--- src/rtl/mul_seq_unit.sv ---
// Sequential 32x32 shift-add multiplier covering the MUL/MULH/MULHSU/MULHU word selects.
// Works on operand magnitudes over 32 fixed iterations, then applies the product sign in one fix-up cycle.

module mul_seq_unit_cla32 (
    input  logic [31:0] x,
    input  logic [31:0] y,
    input  logic        cin,
    output logic [31:0] sum,
    output logic        cout
);
    logic [31:0] g;
    logic [31:0] p;
    logic [32:0] c;

    assign g    = x & y;
    assign p    = x ^ y;
    assign c[0] = cin;

    // 4-bit lookahead groups; the group carry-out ripples into the next group.
    for (genvar i = 0; i < 8; i++) begin : g_blk
        localparam int B = 4 * i;
        assign c[B+1] = g[B] | (p[B] & c[B]);
        assign c[B+2] = g[B+1] | (p[B+1] & g[B]) | (p[B+1] & p[B] & c[B]);
        assign c[B+3] = g[B+2] | (p[B+2] & g[B+1]) | (p[B+2] & p[B+1] & g[B])
                      | (p[B+2] & p[B+1] & p[B] & c[B]);
        assign c[B+4] = g[B+3] | (p[B+3] & g[B+2]) | (p[B+3] & p[B+2] & g[B+1])
                      | (p[B+3] & p[B+2] & p[B+1] & g[B])
                      | (p[B+3] & p[B+2] & p[B+1] & p[B] & c[B]);
    end

    assign sum  = p ^ c[31:0];
    assign cout = c[32];
endmodule

// state | meaning
// IDLE  | waiting for start
// CALC  | 32 shift-add iterations on the magnitudes
// FIX   | apply product sign, select result word
// DONE  | one-cycle done pulse; start here chains straight into CALC
module mul_seq_unit (
    input  logic        clk,
    input  logic        rst,
    input  logic        start,
    input  logic [1:0]  op,
    input  logic [31:0] a,
    input  logic [31:0] b,
    output logic        busy,
    output logic        done,
    output logic [31:0] result
);
    typedef enum logic [1:0] {IDLE, CALC, FIX, DONE} state_t;

    localparam logic [1:0] OP_MUL    = 2'b00;
    localparam logic [1:0] OP_MULH   = 2'b01;
    localparam logic [1:0] OP_MULHSU = 2'b10;

    state_t      state;
    logic [1:0]  op_q;
    logic [31:0] mag_a;
    logic        neg;
    logic [63:0] acc;
    logic [4:0]  count;

    logic        a_signed;
    logic        b_signed;
    logic [31:0] a_mag_in;
    logic [31:0] b_mag_in;
    logic        sign_in;
    logic [31:0] addend;
    logic [31:0] sum;
    logic        cout;
    logic [63:0] acc_fix;

    assign a_signed = (op == OP_MULH) || (op == OP_MULHSU);
    assign b_signed = (op == OP_MULH);
    // Negating 0x80000000 yields 0x80000000, which is the correct unsigned magnitude.
    assign a_mag_in = (a_signed && a[31]) ? (~a + 32'd1) : a;
    assign b_mag_in = (b_signed && b[31]) ? (~b + 32'd1) : b;
    assign sign_in  = (a_signed & a[31]) ^ (b_signed & b[31]);

    assign addend  = acc[0] ? mag_a : 32'd0;
    assign acc_fix = neg ? (~acc + 64'd1) : acc;

    mul_seq_unit_cla32 u_add (
        .x    (acc[63:32]),
        .y    (addend),
        .cin  (1'b0),
        .sum  (sum),
        .cout (cout)
    );

    always_ff @(posedge clk) begin
        if (rst) begin
            state  <= IDLE;
            busy   <= 1'b0;
            done   <= 1'b0;
            result <= 32'd0;
            acc    <= 64'd0;
            count  <= 5'd0;
            op_q   <= OP_MUL;
            mag_a  <= 32'd0;
            neg    <= 1'b0;
        end else begin
            case (state)
                IDLE, DONE: begin
                    done <= 1'b0;
                    if (start) begin
                        op_q  <= op;
                        mag_a <= a_mag_in;
                        neg   <= sign_in;
                        acc   <= {32'd0, b_mag_in};
                        count <= 5'd0;
                        busy  <= 1'b1;
                        state <= CALC;
                    end else begin
                        busy  <= 1'b0;
                        state <= IDLE;
                    end
                end
                CALC: begin
                    acc   <= {cout, sum, acc[31:1]};
                    count <= count + 5'd1;
                    if (count == 5'd31) begin
                        state <= FIX;
                    end
                end
                FIX: begin
                    result <= (op_q == OP_MUL) ? acc_fix[31:0] : acc_fix[63:32];
                    busy   <= 1'b0;
                    done   <= 1'b1;
                    state  <= DONE;
                end
                default: begin
                    busy  <= 1'b0;
                    done  <= 1'b0;
                    state <= IDLE;
                end
            endcase
        end
    end
endmodule
--- config.mk ---
export PLATFORM = sky130hd
export DESIGN_NAME = mul_seq_unit
export DESIGN_NICKNAME = d
export VERILOG_FILES = /design/src/rtl/mul_seq_unit.sv
export SDC_FILE = /design/constraint.sdc
export NUM_CORES = 1
export LEC_CHECK = 0
export BUFFER_PORTS_ARGS = -buffer_cell sky130_fd_sc_hd__buf_2
export CORE_MARGIN = 3
export CORE_UTILIZATION = 47
export CTS_CLUSTER_SIZE = 12
export DETAILED_ROUTE_END_ITERATION = 10
export GPL_TIMING_DRIVEN = 0
export PLACE_DENSITY = 0.73
export SLEW_MARGIN = 20
export SYNTH_ARGS = -nofsm -noshare
export SYNTH_HDL_FRONTEND = slang
export SYNTH_SLANG_ARGS = --single-unit
--- constraint.sdc ---
create_clock -name clk -period 3.55 [get_ports clk]
set_input_delay 0.5325 -clock clk [delete_from_list [all_inputs] [get_ports clk]]
set_output_delay 0.5325 -clock clk [all_outputs]
set_load 0.01 [all_outputs]
Word level (Yosys, flattened, before mapping)
Index checks and enable logic that the tools add are counted.
W data, S select, Z words.
{"block": "classes", "addsub": 4, "n_eq_ne": 8, "n_mux": 15, "bitwise": 206, "reduce_logical": 10}
{"operator": "$mux W32", "count": 4}
{"operator": "$mux W64", "count": 2}
{"operator": "$pmux W64 S2", "count": 1}
{"operator": "$and A1 B1 Y1", "count": 123}
{"operator": "$or A1 B1 Y1", "count": 76}
{"operator": "$add A32 B1 Y32 const B", "count": 2}
{"operator": "$add A64 B1 Y64 const B", "count": 1}
{"operator": "$not A32 Y32", "count": 2}
{"operator": "$not A64 Y64", "count": 1}
{"operator": "$xor A32 B32 Y32", "count": 2}
{"operator": "$and A32 B32 Y32", "count": 1}
{"operator": "$pmux W5 S2", "count": 1}
{"operator": "$eq A2 B2 Y1 const B", "count": 3}
{"operator": "$pmux W2 S3", "count": 1}
{"operator": "$add A5 B1 Y5 const B", "count": 1}
{"operator": "$eq A5 B5 Y1 const B", "count": 1}
{"operator": "$mux W5", "count": 1}
{"operator": "$eq A2 B1 Y1 const B", "count": 2}
{"operator": "$logic_not A2 Y1", "count": 2}
{"operator": "$ne A2 B2 Y1 const B", "count": 2}
{"operator": "$pmux W1 S2", "count": 2}
{"operator": "$reduce_and A2 Y1", "count": 2}
{"operator": "$reduce_bool A2 Y1", "count": 2}
{"operator": "$logic_and A1 B1 Y1", "count": 2}
{"operator": "5 further kinds", "count": 6}
{"block": "totals", "regBits": 140, "input_bits": 69, "out_inout_bits": 34}

Depth between registers and ports, before layout
Gate-level depths: netlist of the first run.
{"block": "logic_depth", "ltp_word": 22, "mapped_depth": 15, "depth_no_buf": 13}

Cells and area by module
Synthesis of the first run repeated with hierarchy kept, for this count alone.
{"block": "unflattened", "cells_unflattened": 1355, "hier_area_um2": 10321.1}
{"mod": "mul_seq_unit", "instances": 1, "cells_each": 1177, "area_per_inst_um2": 8834.7, "seq_area_each_um2": 2802.7}
{"mod": "mul_seq_unit_cla32", "instances": 1, "cells_each": 178, "area_per_inst_um2": 1486.4, "seq_area_each_um2": 0.0}

Least setup slack after synthesis of the first run
No wires, ideal clock.
{"block": "synth_path", "path_type": "reg-to-reg", "startpoint": "reg acc[0]", "endpoint": "reg acc[60]", "t_arrival_ns": 3.273, "setup_slack_ns": 0.207, "stages_incl_launch_ff": 16, "n_path_buf": 2, "period_less_slack_ns": 3.343, "path_cell_list": "dfxtp_1 -> clkbuf_1 -> clkbuf_1 -> and2_1 -> ha_1 -> a21oi_1 -> o21ai_0 -> a221oi_1 -> nand3_1 -> a211oi_1 -> o31ai_1 -> a21o_1 -> fa_1 -> xor2_1 -> nand3_1 -> a21oi_1"}
{"block": "synth_via", "elab_chain_cells": 22, "word_cells_on_any_way": 81}
{"item": "from (decl)", "line": "61", "text": "logic [63:0] acc;"}
{"item": "from (signal assigned)", "line": "111", "text": "acc <= {32'd0, b_mag_in};"}
{"item": "from (signal assigned)", "line": "121", "text": "acc <= {cout, sum, acc[31:1]};"}
{"item": "$mux W32 (*)", "line": "81", "text": "assign addend = acc[0] ? mag_a : 32'd0;"}
{"item": "$xor A32 B32 Y32 or $and A32 B32 Y32 (tied branches)", "line": "16, 15"}
{"item": "$and A1 B1 Y1, on equally long branches", "line": "26, 27"}
{"item": "$or A1 B1 Y1, or another cell as far along", "line": "26", "text": "assign c[B+4] = g[B+3] | (p[B+3] & g[B+2]) | (p[B+3] & p[B+2] & g[B+1])"}
{"item": "$or A1 B1 Y1 or $and A1 B1 Y1 (tied branches)", "line": "26, 27"}
{"item": "$or A1 B1 Y1", "line": "27", "text": "| (p[B+3] & p[B+2] & p[B+1] & g[B])"}
{"item": "$and A1 B1 Y1", "line": "28", "text": "| (p[B+3] & p[B+2] & p[B+1] & p[B] & c[B]);"}
{"item": "$or A1 B1 Y1", "line": "28"}
{"item": "(+6 left out)"}
{"item": "$and A1 B1 Y1", "line": "28"}
{"item": "$or A1 B1 Y1", "line": "28"}
{"item": "$and A1 B1 Y1", "line": "28"}
{"item": "$or A1 B1 Y1", "line": "28"}
{"item": "$and A1 B1 Y1", "line": "22", "text": "assign c[B+1] = g[B] | (p[B] & c[B]);"}
{"item": "$or A1 B1 Y1", "line": "22"}
{"item": "$xor A32 B32 Y32 (*)", "line": "31", "text": "assign sum = p ^ c[31:0];"}
{"item": "$pmux W64 S2 (*)", "line": "104", "text": "case (state)"}
Every way passes the cells marked *; elsewhere a longest branch is shown, timed or not.
A chain may end at the register's enable or synchronous reset.

Final worst setup path of the first run
{"block": "layout_path", "startpoint": "reg acc[10]", "endpoint": "reg result[27]"}
{"block": "layout_via", "elab_chain_cells": 4}
{"item": "$not A64 Y64", "line": "82", "text": "assign acc_fix = neg ? (~acc + 64'd1) : acc;"}
{"item": "$add A64 B1 Y64", "line": "82"}
{"item": "$mux W64", "line": "82"}
{"item": "$mux W32", "line": "128", "text": "result <= (op_q == OP_MUL) ? acc_fix[31:0] : acc_fix[63:32];"}
{"item": "to (signal assigned)", "line": "128"}
{"item": "to (decl)", "line": "49", "text": "output logic [31:0] result"}
Every way passes these cells.

==> out/metrics.cfg, run 1 <==
[run_status]
outcome = completed

[global_routing]
number_of_antenna_violations_at_the_first_check_in_global_routing = 0
grt_pass1_vias = 8692
grt_first_pass_wirelength_um = 45100
global_route.usage.total_pct = 25.5
globalRoute.totalOverflow = 0
grt_start_max_net_pins = 17

[worst_setup_path]
crit_buf_inv = 2
crit_required_ps = 3850
critical_path.cell_chain = or4_1 -> nor4b_2 -> nand4_1 -> buf_4 -> or4b_1 -> buf_2 -> o21ai_1 -> xnor2_1 -> a21oi_1 -> o22ai_1
critPathTopFamily = simple AND/OR/NAND/NOR gates
path_class = flip-flop to flip-flop
crit_path_start_kind = flip-flop
crit_path_end_kind = flip-flop
critical_path_data_arrival_time_ps = 3640
timing.critical_path.depth = 10
critical_path.max_fanout = 7
critPathSlowestCell = or4_1
r2r_cells = 10
cpPeakStageDelay_ps = 630

[timing]
fin_setup_tns_ps = 0
setup_violations = 0
grt_setup_unrepaired = no
final.setup_skew_ps = 9.02
hold_violations = 0
hold_ws_ps = 348
timing_max_transition_violations_final = 0
finalCritPeriodShare_pct = 94.1
worst_slew_pin_slew_ps = 978
max_freq_ghz = 0.299
timing.max_slew.rel_slack_pct = 34.4
final.min_clock_period_ps = 3340

[cts]
cts_root_buffer = clkbuf_16
h-tree-depth = 4
clock_latency_ps = 430
cts_sinks = 140
numCtsBuffers = 17
cts_tree = built
clock_tree.buffer_depth = 2
cts_hold_repair.buffers = 0
clkTransAtPathRegs_ps = 60

[synthesis]
synth_cell_types = 60
post_synth_instance_area_um2 = 9490
mappedNetlistNets = 1338
ys_dominant_reg_cell = dfxtp_1
syn_avg_cell_area_um2 = 7.78
dominant_combinational_cell_family_by_area_after_synthesis = simple AND/OR/NAND/NOR gates
postSynthRegisterBits = 140
synth-edff-count = 0
synth.yosys.seq_area_share_pct = 29.5
synth-simple-area-share_pct = 23.5
xor_xnor_fraction_of_synth_area_pct = 12.9
syn_inst = 1220
synthArstFlopShare_pct = 0
synth-adder-area-share_pct = 7.09
synth_compound_area_share_pct = 22.2
synth_mux_area_share_pct = 0.633
ys.warnings.count = 0

[layout]
diodes = 0
layout-drive-gt1-share_pct = 12.2
syn2layout_area_growth_pct = 16.5
final_nets = 1462
most-common-layout-cells = dfxtp_1 (139), nand2_1 (137), buf_2 (103), nor2_1 (99), a21oi_1 (84)
layout.cells.non_filler = 1622
mostFrequentLayoutCell = dfxtp_1

[route]
wl_per_cell_um = 17.5
wirelength_um = 28300
detail_route.vias_per_cell = 5.89
first_iter_violations = 916
detailroute.via_count = 9561
final_antenna_net_count = 0
drt_drc_violations_left = 0
drt_first_pass_iters = 6

[place]
dp.final_hpwl_um = 21600
place.gp.congestion = 0.957
place.detailed.instances = 1587
port-buffer-count = 102

[power_and_ir_drop]
peakVddDrop_v = 0.000372
p_leak_nw = 4.41
power.density_cell_area_nw_per_um2 = 703

[floorplanning]
floorplan.core_area_um2 = 19700
placement_rows = 51
die_y_um = 148
die_w_um = 148
initial_core_util_pct = 48.3
ios = 103
die_area_um2 = 21900

[worst_hold_path]
hold_path.class = primary input to flip-flop
hold_depth = 3

[job]
max_cap_violations = 0

## what timing repair did
| action | CTS | global route |
|---|---|---|
| buffers inserted | 2 | 2 |
| cloned | 0 | 0 |
| setup endpoints to repair | 9 | 13 |
| gates resized for setup | 4 | 15 |
| pin swaps | 2 | 4 |
## synth_stat cells, types with 3 or more instances
cell / number / area share, %
o41ai_1: 12 / 1.1
fa_1: 8 / 1.7
or4_4: 3 / 0.36
nand2b_1: 30 / 2.0
nor3_1: 23 / 1.2
buf_1: 9 / 0.36
and3_1: 5 / 0.33
clkbuf_1: 67 / 2.6
inv_1: 24 / 0.95
a22o_1: 12 / 1.1
a311oi_1: 9 / 0.83
nand3_1: 68 / 3.6
nor2b_1: 4 / 0.26
or4_1: 9 / 0.71
o22ai_1: 16 / 1.1
or2_2: 5 / 0.33
mux2i_1: 6 / 0.63
o21ai_1: 4 / 0.21
a221oi_1: 3 / 0.28
a211oi_1: 33 / 2.6
nor3b_1: 3 / 0.24
a31oi_1: 33 / 2.2
o21ai_0: 52 / 2.7
nand4b_1: 3 / 0.28
nand2_1: 137 / 5.4
a21o_1: 9 / 0.71
or3_1: 14 / 0.92
xor2_1: 72 / 6.6
a31o_2: 3 / 0.28
and2_1: 35 / 2.3
nor4_1: 8 / 0.53
nor2_1: 99 / 3.9
o211ai_1: 3 / 0.24
ha_1: 41 / 5.4
a21oi_1: 85 / 4.5
nand4_1: 6 / 0.40
dfxtp_1: 140 / 30
xnor2_1: 68 / 6.3
o21bai_1: 3 / 0.24
o31ai_1: 33 / 2.6
## cells by family (layout without fill, tap and decap cells)
group | after synthesis | count (layout)
xor gates and xnor gates | 140 | 140
adders and majority gates | 49 | 49
and+or+nand+nor | 459 | 459
buffers and inverters | 102 | 239
muxes | 6 | 6
AOI/OAI and AO/OA | 324 | 324
DFF | 140 | 140
## power breakdown
group | internal (mW) | total (mW) | switching (mW) | leakage, nW
Sequential | 1.93 | 2.26 | 0.330 | 1.14
Combinational | 1.23 | 3.54 | 2.31 | 2.96
Clock | 1.28 | 1.98 | 0.700 | 0.313
## state kept, by name, indices dropped and copies added (netlist names)
register	flops
op_q	2
result	32
done	1
mag_a	32
acc	64
busy	1
state	2
neg	1
count	5
## path summary, 6_finish.rpt
kind,startpoint,endpoint,slack (ps)
setup / recovery,acc[10],result[27],210
hold / removal,op[1],op_q[1],350
setup reg to reg,acc[10],result[27],210
hold reg to reg,mag_a[0],mag_a[0],450
## metrics by stage
stage	setup slack (ps)	cell area [um2]	total power, mW	util (%)
CTS	43.8	11000	7.67	56.0
global route	4.03	11100	8.26	56.3
detailed placement	-765	10300	5.68	52.6
finish	209	11100	7.77	56.3
global placement	-743	10300	5.64	52.6
floorplan	207	9490	4.62	-
## cell type report
class / count / area, um2
inverters: 24 / 90.1
flip-flops and latches: 140 / 2810
plain buffers: 77 / 307
fillers: 1875 / 8600
clock buffers: 21 / 460
well taps: 265 / 332
repair buffers: 106 / 541
clock inverters: 11 / 189
multi-input cells: 978 / 6330
## per-layer routing
layer	GRT usage, %	up-vias	part of all wire (%)
met5	0	-	0
met4	7.34	0	2.3
met3	5.30	64	8.6
met2	39.9	420	45
met1	35.8	4474	44
li1	-	4603	-
## worst register-to-register path, delay by kind of cell, from the launching register on
kind,cells,cell delay [ps]
simple gates,4,1640
flops,1,370
buf+inv,2,400
compound gates,3,710
xor+xnor,1,80
Power figures use the tool's default switching activity.
==> inputs of run 2 (changes only) <==
--- a/config.mk
+++ b/config.mk
@@ -11,8 +11,9 @@
 export CTS_CLUSTER_SIZE = 12
 export DETAILED_ROUTE_END_ITERATION = 10
 export GPL_TIMING_DRIVEN = 0
-export PLACE_DENSITY = 0.73
+export PLACE_DENSITY = 0.72
 export SLEW_MARGIN = 20
 export SYNTH_ARGS = -nofsm -noshare
 export SYNTH_HDL_FRONTEND = slang
+export SYNTH_HIERARCHICAL = 1
 export SYNTH_SLANG_ARGS = --single-unit
==> out/metrics.cfg, run 2 <==
[run_status]
outcome = completed  ; unchanged

[layout]
mostFrequentLayoutCell = dfxtp_1  ; unchanged
layout-drive-gt1-share_pct = 11.8  ; was 12.2%
nFillCells = 2044  ; was 1,875
largest_register_ffs = 64  ; unchanged
most-common-layout-cells = dfxtp_1 (139), nand2_1 (131), a21oi_1 (120), nor2_1 (106), buf_2 (103)  ; was dfxtp_1 (139), nand2_1 (137), buf_2 (103), nor2_1 (99), a21oi_1 (84)
reg_top3 = acc (64), mag_a (32), result (32)  ; unchanged
final_nets = 1596  ; was 1,462
layout.area.seq_um2 = 2810  ; unchanged
diodes = 0  ; unchanged
final_design_utilization_pct = 55.5  ; was 56.3%
multiInputGateArea_um2 = 7080  ; was 6330 um2
register_with_the_most_flip_flops = acc  ; unchanged
syn2layout_area_growth_pct = 14.5  ; was 16.5%

[route]
wirelength_um = 38600  ; was 28,300 um
drt_first_pass_iters = 5  ; was 6
detail_route.vias_per_cell = 6.40  ; was 5.89
detailroute.via_count = 11300  ; was 9,561
drt_drc_violations_left = 0  ; unchanged
first_iter_violations = 1289  ; was 916
wl_per_cell_um = 21.9  ; was 17.5 um
final_antenna_net_count = 0  ; unchanged

[synthesis]
syn_inst = 1355  ; was 1,220
post_synth_instance_area_um2 = 10300  ; was 9490 um2
synth-edff-count = 0  ; unchanged
synth_area_leader_cell = dfxtp_1  ; unchanged
synth.yosys.seq_area_share_pct = 27.2  ; was 29.5%
synth_cell_types = 77  ; was 60
synth_most_common_cell = dfxtp_1  ; unchanged
synthArstFlopShare_pct = 0  ; unchanged
ys_dominant_reg_cell = dfxtp_1  ; unchanged
post_synth_main_area_contributors = dfxtp_1 (27%), a21oi_1 (5.8%), ha_1 (5.0%)  ; was dfxtp_1 (30%), xor2_1 (6.6%), xnor2_1 (6.3%)
ys_top_cells_by_count = dfxtp_1 (140), nand2_1 (131), a21oi_1 (120)  ; was dfxtp_1 (140), nand2_1 (137), nor2_1 (99)
synth_largest_type_area_fraction_pct = 27.2  ; was 29.5%
ys.warnings.count = 6  ; was 0
syn_avg_cell_area_um2 = 7.62  ; was 7.78 um2
postSynthRegisterBits = 140  ; unchanged

[worst_hold_path]
holdCritStartpoint = op[1]  ; unchanged
hold_path.class = primary input to flip-flop  ; unchanged
hold_depth = 3  ; unchanged
hold-path-endpoint = op_q[1]  ; unchanged

[timing]
finalCritPeriodShare_pct = 97.9  ; was 94.1%
fin_ws_ps = 74.5  ; was 209 ps
timing.max_slew.rel_slack_pct = 32.2  ; was 34.4%
setup_violations = 0  ; unchanged
final.min_clock_period_ps = 3480  ; was 3340 ps
max_freq_ghz = 0.288  ; was 0.299 GHz
hold_violations = 0  ; unchanged
worst_slew_pin_slew_ps = 1020  ; was 978 ps
final.setup_skew_ps = 13.7  ; was 9.02 ps
timing_max_transition_violations_final = 0  ; unchanged

[power_and_ir_drop]
netSwitchingFraction_pct = 50.0  ; was 43.0%
seq_power_share_pct = 28.6  ; was 29.0%
power.internal_mw = 4.36  ; was 4.43 mW
p_leak_nw = 4.66  ; was 4.41 nW
clkPwrFrac_pct = 20.7  ; was 25.5%
power.density_cell_area_nw_per_um2 = 738  ; was 703 nW/um2
power.net_switching_mw = 4.36  ; was 3.34 mW
power_frac_comb_pct = 50.7  ; was 45.5%
peakVddDrop_v = 0.000383  ; was 0.000372 V

[global_routing]
global_route.usage.total_pct = 31.3  ; was 25.5%
grt_first_pass_wirelength_um = 58600  ; was 45,100 um
number_of_antenna_violations_at_the_first_check_in_global_routing = 0  ; unchanged
grt_start_max_net_pins = 17  ; unchanged
globalRoute.totalOverflow = 0  ; unchanged
grt_pass1_vias = 10200  ; was 8,692

[cts]
clock_tree.buffer_depth = 2  ; unchanged
cts_hold_repair.buffers = 0  ; unchanged
cts_root_buffer = clkbuf_16  ; unchanged
clock_latency_ps = 430  ; about the same
numCtsBuffers = 17  ; unchanged
cts_sinks = 140  ; unchanged
cts_tree = built  ; unchanged
clkTransAtPathRegs_ps = 70  ; was 60 ps
h-tree-depth = 4  ; unchanged

[worst_setup_path]
reg2reg_slack_ps = 70  ; was 210 ps
regToRegEndpoint = result[30]  ; was result[27]
crit_path_end_kind = flip-flop  ; unchanged
path_class = flip-flop to flip-flop  ; unchanged
r2r_cells = 11  ; was 10
critical_path_source = acc[0]  ; was acc[10]
critical_path_data_arrival_time_ps = 3790  ; was 3640 ps
critical_path.max_fanout = 10  ; was 7
crit_path_start_kind = flip-flop  ; unchanged
crit_required_ps = 3870  ; was 3850 ps
timing.rr.start = acc[0]  ; was acc[10]

[place]
place.gp.congestion = 0.997  ; was 0.957
detailedPlace.worstSlack_ps = -321  ; was -765 ps
port-buffer-count = 102  ; unchanged
dp.final_hpwl_um = 29400  ; was 21,600 um

[job]
max_cap_violations = 0  ; unchanged

[floorplanning]
initial_core_util_pct = 48.5  ; was 48.3%
die_area_um2 = 23800  ; was 21,900 um2
floorplan.core_area_um2 = 21300  ; was 19,700 um2
die_y_um = 154  ; was 148 um
placement_rows = 53  ; was 51
ios = 103  ; unchanged
die_w_um = 154  ; was 148 um

## run 2: changes by cell type after synthesis, moves of 16 or more
cell | previous run | this run
or4_1 | 9 | 28
nand2b_1 | 30 | 11
xnor2_1 | 68 | 52
o21ai_0 | 52 | 77
clkbuf_1 | 67 | 84
xor2_1 | 72 | 49
a21oi_1 | 85 | 120
## run 2: cell families after synthesis
family,share of synthesized area [%]
flops,27.2
buf+inv,4.67
compound gates,25.8
mux,1.78
other cells,0.0363
fa+ha+maj,6.52
xor+xnor,8.57
simple gates,25.5
## run 2: how the worst max path moves through the flow
stage	to	depth (start not counted)	slack, ps
final	result[30]	11	70
after global routing	result[30]	11	-0.5
after CTS	result[4]	11	3
after detailed placement	result[26]	11	-320
after global placement	result[22]	12	-340
after floorplan	result[4]	12	310
## run 2: final cells by class
type	count	share of cell area, %
Sequential cell	140	23.7
Clock buffer	17	3.60
Buffer	91	3.02
Tap cell	275	2.91
Multi-Input combinational cell	1091	59.9
Clock inverter	15	1.31
Timing Repair Buffer	103	4.38
Inverter	34	1.08
## run 2: layer usage
layer / up-vias / share of wire, % / global-route usage [%]
met4: 0 / 4.3 / 14.2
met2: 647 / 41 / 45.1
li1: 5264 / - / -
met5: - / 0 / 0
met1: 5267 / 44 / 45.0
met3: 124 / 11 / 6.58
## run 2: power groups by stage
| stage | combinational [mW] | sequential, mW | clock, mW |
|---|---|---|---|
| floorplan | 2.85 | 2.31 | 0 |
| global placement | 4.22 | 2.45 | 0 |
| detailed placement | 4.22 | 2.47 | 0 |
| CTS | 4.24 | 2.45 | 1.80 |
| global route | 4.78 | 2.52 | 1.87 |
| finish | 4.42 | 2.50 | 1.81 |
## run 2: through the flow
| stage | total power, mW | hold slack [ps] | TNS, ps | instances | cell area, um2 |
|---|---|---|---|---|---|
| finish | 8.72 | 363 | 0 | 1766 | 11800 |
| global route | 9.17 | 356 | -0.455 | 1766 | 11800 |
| CTS | 8.49 | 350 | 0 | 1765 | 11800 |
| detailed placement | 6.69 | 441 | -2270 | 1734 | 11200 |
| global placement | 6.67 | 431 | -2240 | 1734 | 11200 |
| floorplan | 5.15 | 417 | 0 | 1357 | 10300 |
## run 2: repair_timing
item / 4_1_cts / 5_1_grt
resized for setup: 4 / 12
pin swaps: 1 / 1
buffers inserted: 0 / 1
hold endpoints to repair: 0 / 0
endpoints found under the setup margin: 16 / 10
## run 2: worst max-delay path, stage by stage, from the launching register on
cell and delay, ps:
dfxtp_4 410, clkbuf_4 200, inv_1 90, ha_2 210, or4b_1 450, buf_2 190
or4_1 540, or3_1 330, buf_6 170, nor4b_4 280, mux2i_1 120, a2111oi_2 370
==> inputs of run 3 (changes only) <==
--- a/config.mk
+++ b/config.mk
@@ -8,6 +8,7 @@
 export BUFFER_PORTS_ARGS = -buffer_cell sky130_fd_sc_hd__buf_2
 export CORE_MARGIN = 3
 export CORE_UTILIZATION = 47
+export CTS_BUF_LIST = sky130_fd_sc_hd__clkbuf_8
 export CTS_CLUSTER_SIZE = 12
 export DETAILED_ROUTE_END_ITERATION = 10
 export GPL_TIMING_DRIVEN = 0
==> out/metrics.cfg, run 3 (synthesis results as in run 2) <==
[worst_setup_path]
crit_required_ps = 3900  ; was 3870 ps
path_class = flip-flop to flip-flop  ; unchanged
crit_path_end_kind = flip-flop  ; unchanged
reg2reg_slack_ps = 70  ; about the same
critical_path_data_arrival_time_ps = 3840  ; was 3790 ps
critical_path.max_fanout = 10  ; unchanged
crit_path_start_kind = flip-flop  ; unchanged

[place]
detailedPlace.worstSlack_ps = -321  ; unchanged
dp.final_hpwl_um = 29400  ; unchanged
port-buffer-count = 102  ; unchanged
place.gp.congestion = 0.997  ; unchanged

[cts]
clkTransAtPathRegs_ps = 100  ; was 70 ps
cts_tree = built  ; unchanged
cts_hold_repair.buffers = 0  ; unchanged
cts_root_buffer = clkbuf_8  ; was clkbuf_16
h-tree-depth = 4  ; unchanged
numCtsBuffers = 17  ; unchanged
clock_tree.buffer_depth = 2  ; unchanged
cts_sinks = 140  ; unchanged
clock_latency_ps = 480  ; was 430 ps

[floorplanning]
die_y_um = 154  ; unchanged
placement_rows = 53  ; unchanged
initial_core_util_pct = 48.5  ; unchanged
floorplan.core_area_um2 = 21300  ; unchanged
die_area_um2 = 23800  ; unchanged
die_w_um = 154  ; unchanged
ios = 103  ; unchanged

[timing]
final.setup_skew_ps = 17.5  ; was 13.7 ps
fin_ws_ps = 66.6  ; was 74.5 ps
max_freq_ghz = 0.287  ; was 0.288 GHz
final.min_clock_period_ps = 3480  ; about the same
grt_setup_unrepaired = no
finalCritPeriodShare_pct = 98.1  ; was 97.9%
worst_slew_pin_slew_ps = 1010  ; was 1020 ps
timing.max_slew.rel_slack_pct = 32.9  ; was 32.2%
hold_violations = 0  ; unchanged
setup_violations = 0  ; unchanged
timing_max_transition_violations_final = 0  ; unchanged

[layout]
mostFrequentLayoutCell = dfxtp_1  ; unchanged
most-common-layout-cells = dfxtp_1 (139), nand2_1 (131), a21oi_1 (120), nor2_1 (106), buf_2 (103)  ; unchanged
largest_register_ffs = 64  ; unchanged
final_nets = 1596  ; unchanged
layout-drive-gt1-share_pct = 11.8  ; unchanged
register_with_the_most_flip_flops = acc  ; unchanged
diodes = 0  ; unchanged
syn2layout_area_growth_pct = 12.6  ; was 14.5%
final_design_utilization_pct = 54.6  ; was 55.5%
reg_top3 = acc (64), mag_a (32), result (32)  ; unchanged

[route]
wirelength_um = 38500  ; was 38,600 um
first_iter_violations = 1242  ; was 1,289
detail_route.vias_per_cell = 6.40  ; about the same
wl_per_cell_um = 21.8  ; was 21.9 um
detailroute.via_count = 11300  ; about the same
final_antenna_net_count = 0  ; unchanged
drt_first_pass_iters = 6  ; was 5
drt_drc_violations_left = 0  ; unchanged

[power_and_ir_drop]
peakVddDrop_v = 0.000295  ; was 0.000383 V
p_leak_nw = 4.58  ; was 4.66 nW
power.density_cell_area_nw_per_um2 = 710  ; was 738 nW/um2

[global_routing]
number_of_antenna_violations_at_the_first_check_in_global_routing = 0  ; unchanged
grt_pass1_vias = 10200  ; about the same
global_route.usage.total_pct = 31.2  ; was 31.3%
globalRoute.totalOverflow = 0  ; unchanged
grt_start_max_net_pins = 17  ; unchanged
grt_first_pass_wirelength_um = 58400  ; was 58,600 um

[worst_hold_path]
hold_path.class = primary input to flip-flop  ; unchanged

[job]
max_cap_violations = 0  ; unchanged

[run_status]
outcome = completed  ; unchanged

-- run 3: cell count changes in the layout (fill, tap and decap cells not counted) --
| cell | previous run | this run |
|---|---|---|
| clkbuf_8 | 0 | 17 |
| clkbuf_16 | 17 | 0 |
-- run 3: routing by layer --
layer	part of all wire, %	vias to the layer above	wire length [um]	global-route usage (%)
met4	3.8	0	1450	14.3
met1	44	5277	16800	44.4
met5	0	-	0	0
met2	42	663	16100	45.3
met3	11	108	4140	6.66
li1	-	5246	-	-
-- run 3: final cells by class --
class,instances,area [um2]
fillers,2070,9660
multi-input cells,1091,7080
flip-flops and latches,140,2810
repair buffers,103,518
plain buffers,91,357
well taps,275,344
clock buffers,17,234
clock inverters,15,155
inverters,34,128
-- run 3: path summary, 6_finish.rpt --
kind	start	end	depth (start not counted)
min	op[1]	op_q[1]	3
min reg2reg	mag_a[26]	mag_a[26]	2
max reg2reg	acc[0]	result[22]	11
max	acc[0]	result[22]	11
-- run 3: power by group --
part	internal (mW)	total [mW]	leakage [nW]	switching, mW
sequential	1.98	2.50	1.15	0.521
clock	0.581	1.33	0.200	0.753
combinational	1.39	4.42	3.23	3.03
total	3.95	8.25	4.58	4.31
-- run 3: stage by stage --
stage | cell area (um2) | total power, mW | hold WS (ps) | setup TNS (ps) | instances
after CTS | 11600 | 8.01 | 296 | -0.0786 | 1765
final | 11600 | 8.25 | 308 | 0 | 1766
after global placement | 11200 | 6.67 | 431 | -2240 | 1734
after floorplan | 10300 | 5.15 | 417 | 0 | 1357
after detailed placement | 11200 | 6.69 | 441 | -2270 | 1734
after global routing | 11600 | 8.69 | 309 | 0 | 1766
-- run 3: critical path: stages, from the launching register on --
cell	delay [ps]
dfxtp_4	420
clkbuf_4	200
inv_1	80
ha_2	200
or4b_1	460
buf_2	200
or4_1	540
or3_1	330
buf_6	170
o41ai_2	340
xor2_1	300
a21oi_1	110
-- run 3: repair_timing --
| action | CTS | global route |
|---|---|---|
| setup endpoints to repair | 16 | 11 |
| hold endpoints to repair | 0 | 0 |
| pin swaps | 0 | 1 |
| gates resized for setup | 3 | 13 |
| setup buffers | 0 | 1 |
